==> src/rtl/snake_pkg.sv <==
// rtl/snake_pkg.sv - shared types and default timing constants for the snake game
package snake_pkg;

  typedef enum logic [1:0] {
    IDLE   = 2'd0,
    RUN    = 2'd1,
    PAUSED = 2'd2,
    OVER   = 2'd3
  } sched_state_t;

  localparam int DEF_BASE_FRAMES = 30;
  localparam int DEF_STEP_FRAMES = 2;
  localparam int DEF_MIN_FRAMES  = 4;
  localparam int DEF_MAX_LEVEL   = 13;

endpackage

==> src/rtl/frame_divider.sv <==
// rtl/frame_divider.sv - frame counter with a terminal count reloaded at each wrap
module frame_divider
  import snake_pkg::*;
#(
  parameter int FWIDTH      = 6,
  parameter int BASE_FRAMES = DEF_BASE_FRAMES
) (
  input  logic              clk,
  input  logic              reset,
  input  logic              enable,
  input  logic              clear,
  input  logic [FWIDTH-1:0] reload_period,
  output logic [FWIDTH-1:0] count,
  output logic [FWIDTH-1:0] period_cur,
  output logic              wrap
);

  assign wrap = enable && (count == period_cur - 1'b1);

  always_ff @(posedge clk) begin
    if (reset || clear) begin
      count      <= '0;
      period_cur <= FWIDTH'(BASE_FRAMES);
    end else if (wrap) begin
      count      <= '0;
      period_cur <= reload_period;
    end else if (enable) begin
      count <= count + 1'b1;
    end
  end

endmodule

==> src/rtl/game_tick_scheduler.sv <==
// rtl/game_tick_scheduler.sv - paces snake steps from frame pulses with run/pause/over control
module game_tick_scheduler
  import snake_pkg::*;
#(
  parameter int FWIDTH      = 6,
  parameter int LWIDTH      = 4,
  parameter int BASE_FRAMES = DEF_BASE_FRAMES,
  parameter int STEP_FRAMES = DEF_STEP_FRAMES,
  parameter int MIN_FRAMES  = DEF_MIN_FRAMES,
  parameter int MAX_LEVEL   = DEF_MAX_LEVEL
) (
  input  logic              clk,
  input  logic              reset,
  input  logic              frame_pulse,
  input  logic              start,
  input  logic              pause_toggle,
  input  logic              level_up,
  input  logic              game_over,
  input  logic              step_ack,
  output logic              step_req,
  output logic              overrun,
  output logic [LWIDTH-1:0] level,
  output sched_state_t      state
);

  localparam int PW = FWIDTH + LWIDTH;

  logic              count_en;
  logic              restart;
  logic              wrap;
  logic [FWIDTH-1:0] count;
  logic [FWIDTH-1:0] period_cur;
  logic [PW-1:0]     dec_w;
  logic [PW-1:0]     period_w;
  logic [FWIDTH-1:0] next_period;

  // game_over and pause_toggle both pre-empt counting of a coincident frame
  assign count_en = (state == RUN) && frame_pulse && !game_over && !pause_toggle;
  assign restart  = start && ((state == IDLE) || (state == OVER));

  // Clamp in wide arithmetic so high levels never wrap below the floor
  always_comb begin
    dec_w = PW'(level) * PW'(STEP_FRAMES);
    if (dec_w + PW'(MIN_FRAMES) >= PW'(BASE_FRAMES)) period_w = PW'(MIN_FRAMES);
    else                                              period_w = PW'(BASE_FRAMES) - dec_w;
    next_period = FWIDTH'(period_w);
  end

  frame_divider #(
    .FWIDTH      (FWIDTH),
    .BASE_FRAMES (BASE_FRAMES)
  ) u_frame_divider (
    .clk           (clk),
    .reset         (reset),
    .enable        (count_en),
    .clear         (restart),
    .reload_period (next_period),
    .count         (count),
    .period_cur    (period_cur),
    .wrap          (wrap)
  );

  always_ff @(posedge clk) begin
    if (reset) begin
      state    <= IDLE;
      level    <= '0;
      step_req <= 1'b0;
      overrun  <= 1'b0;
    end else begin
      case (state)
        IDLE, OVER: begin
          if (start) begin
            state   <= RUN;
            level   <= '0;
            overrun <= 1'b0;
          end
        end
        RUN: begin
          if (game_over)         state <= OVER;
          else if (pause_toggle) state <= PAUSED;
          if (level_up && (level < LWIDTH'(MAX_LEVEL))) level <= level + 1'b1;
        end
        PAUSED: begin
          if (game_over)         state <= OVER;
          else if (pause_toggle) state <= RUN;
        end
        default: state <= IDLE;
      endcase

      // A boundary while a request is still unacked is dropped and flagged
      if (state == OVER || (game_over && (state == RUN || state == PAUSED))) begin
        step_req <= 1'b0;
      end else if (wrap) begin
        if (!step_req || step_ack) step_req <= 1'b1;
        else                       overrun  <= 1'b1;
      end else if (step_req && step_ack) begin
        step_req <= 1'b0;
      end
    end
  end

endmodule

==> config.mk <==
export PLATFORM = sky130hd
export DESIGN_NAME = game_tick_scheduler
export DESIGN_NICKNAME = d
export VERILOG_FILES = /design/src/rtl/snake_pkg.sv /design/src/rtl/frame_divider.sv /design/src/rtl/game_tick_scheduler.sv
export SDC_FILE = /design/constraint.sdc
export NUM_CORES = 1
export LEC_CHECK = 0
export ABC_AREA = 1
export BUFFER_PORTS_ARGS = -buffer_cell sky130_fd_sc_hd__buf_2
export CAP_MARGIN = 10
export CORE_ASPECT_RATIO = 2
export CORE_MARGIN = 2
export CORE_UTILIZATION = 38
export DETAILED_ROUTE_END_ITERATION = 6
export SLEW_MARGIN = 20
export SYNTH_ARGS = -nofsm -noshare
export SYNTH_HDL_FRONTEND = slang
export SYNTH_HIERARCHICAL = 1
export SYNTH_SLANG_ARGS = --single-unit
==> constraint.sdc <==
create_clock -name clk -period 2.05 [get_ports clk]
set_input_delay 0.41 -clock clk [delete_from_list [all_inputs] [get_ports clk]]
set_output_delay 0.41 -clock clk [all_outputs]
set_load 0.01 [all_outputs]
==> summary.txt <==
# DRC = 0
Worst setup margin = 260.8 ps
Crit share post-route = 87.28%
Die Wd = 47.11 um
Finished Cell Area = 0.001632 sq mm
Reg2reg end = overrun
Sequential-to-total area share from yosys stat = 28.34%
Final net count = 251
Final setup fails = 0
WS Path Type = reg2reg
Most area-consuming cells after synthesis = dfxtp_1, nand2_1, nand3_1
RSZ-0062 raised after global routing = false
Share of the synthesized area in the top cell type = 28.34%
M1 GR Usage = 15.98%
Largest stage delay on the critical path = 400 ps
Drt pass-1 iters = 4
Final min period = 1789 ps
Leakage Power = 0.0007550 uW
VDD IR max = 0.4448 mV
HPWL after DPL = 2393 um
Reg-to-reg startpoint = state[0]
MaxCap Viol Count = 0
DR WL/cell = 10.58 um
Worst Path Arrival = 1980 ps
Clk sinks = 20
Initial DRC Count = 21
Clock transition at path regs = 80 ps
CP Data Required Time = 2240 ps
Detailed-route via count = 1277
Io pins = 16
Place WS = 250.3 ps
CP cell instances = ha_1, nand2_1, nor2_1, nand3_1, nor2_1, nand2_1, nor2_4, nand2_4, inv_1, nand3_1, a21oi_1
GRT Util Overall = 16.17%
Grt met3 use = 1.807%
Hold buffers post-CTS = 0
CTS tree = yes
FF-to-FF setup slack = 260 ps
Initial antenna violation count = 0
Netlist cell types = 24
PortBufs = 15
Leading cell type in the layout, fill and taps excluded = nand2_1
EDFF count, synth = 0
Slowest cell on crit path = dfxtp_1
Grt ovf = 0
Hold Vio Cnt, Final = 0
Synth warn = 6
Number of buffers created by CTS = 3
Ys flop type = dfxtp_1
Post-CTS setup buffer count = 0
Clock Tree Root = clkbuf_8
Crit. Startpoint = state[0]
Clk buf depth = 2
Fmax = 558.9 MHz
Mean Syn Cell Area = 6.727 sq um
Flop and latch count out of synthesis = 20
Vias/cell = 4.544
# resized after CTS = 0
Setup TNS = 0 ps
ANT nets after route = 0
Area growth, synth to finish = 15.50%
Number of placement rows = 31
Placed Area = 0.001560 sq mm
Setup crit end kind = register
Core area = 0.003607 sq mm
Antenna cells = 0
# fillers = 398
Share of cells above drive strength 1 = 19.83%
Post-synthesis async set-or-reset flop share = 0%
DIE AREA = 0.004251 sq mm
Final Skew = 2.197 ps
Vias in the first global route = 1252
Post-synthesis cell area = 0.001413 sq mm
Area of the multi-input gates = 877.1 sq um
First-pass GRT wire length = 5133 um
Largest net degree at the start of global routing = 13
Initial core utilization = 39.16%
Gr busiest metal = met2
GP Congestion = 0.8618
DIE HEIGHT = 90.23 um
Worst setup SP type = register
Status = completed
Crit path to = overrun
Met2 Usage GRT = 29.79%
Skew-Pair Late Insertion Delay = 260 ps
Synth Instances = 210
Final Max Tran Viols = 0
Hold Path Class = in2reg
Routed Wire Length = 2974 um
Worst R2R Path Depth = 11
FF+latch area = 400.4 sq um
Htree depth = 1
Most frequent cells in the layout = nand2_1, nand3_1, inv_1
Crit path max fanout = 9
Pwr dens = 710.2 mW/mm^2
Top cell type by total area after synthesis = dfxtp_1
power breakdown:
group	switching (uW)	internal [uW]	total (uW)
sequential	39.1	411	450
combinational	193	118	311
clock	137	261	398
total	369	790	1160
cell families (layout without fill, tap and decap cells):
family | Yosys count | in the layout | share of synthesized area [%]
AOI/OAI and AO/OA | 14 | 14 | 5.225
xor gates and xnor gates | 8 | 8 | 6.821
adders and majority gates | 10 | 10 | 8.857
buffers and inverters | 33 | 54 | 9.831
DFF | 20 | 20 | 28.34
muxes | 1 | 1 | 0.7086
other | 1 | 2 | 0.2655
and+or+nand+nor | 123 | 123 | 39.95
worst min-delay path by stage:
stage,start,endpoint,slack (ps),cells past startpoint
4_1_cts,reset,level[2],370,2
2_1_floorplan,u_frame_divider/period_cur[1],u_frame_divider/period_cur[1],430,2
3_5_place_dp,u_frame_divider/period_cur[1],u_frame_divider/period_cur[1],450,2
5_1_grt,reset,level[2],380,2
3_3_place_gp,u_frame_divider/period_cur[1],u_frame_divider/period_cur[1],440,2
6_report,reset,level[2],380,2
state kept, by name (all words and copies together) (netlist names):
register / flops
overrun: 1
u_frame_divider/period_cur: 6
step_req: 1
level: 4
u_frame_divider/count: 6
state: 2
cells in the mapped netlist (2+ instances only):
master,instances
nand2_1,56
nand3_1,27
inv_1,26
nor2_1,24
dfxtp_1,20
ha_1,10
nor2_2,8
a21oi_1,7
inv_2,5
o21ai_0,5
xor2_1,5
nor2_4,3
buf_6,2
nand2_4,2
layer usage:
metal | up-vias | part of all wire (%)
li1 | 690 | -
met1 | 564 | 37
met2 | 17 | 59
met3 | 6 | 1.9
met4 | 0 | 3.0
met5 | - | 0
critical path: cells and delay by family (launching register included):
kind	cells	cell delay [ps]
and+or+nand+nor	8	910
DFF	1	400
adders and majority gates	1	190
AOI/OAI and AO/OA	1	130
buffers and inverters	1	90
cell type report:
type	count	area share (%)
Inverter	31	7.132
Timing Repair Buffer	19	6.442
Multi-Input combinational cell	158	53.76
Clock inverter	1	1.840
Clock buffer	3	2.531
Sequential cell	20	24.54
Tap cell	49	3.758
stage by stage:
step	total power [uW]	hold slack (ps)	util, %	cells
3_3_place_gp	775.1	445.0	43.25	277
4_1_cts	1179	373.4	45.23	281
6_report	1159	379.3	45.23	281
2_1_floorplan	697.6	428.9	-	211
5_1_grt	1235	384.7	45.23	281
3_5_place_dp	774.6	449.3	43.25	277
(Power assumes the default switching activity.)
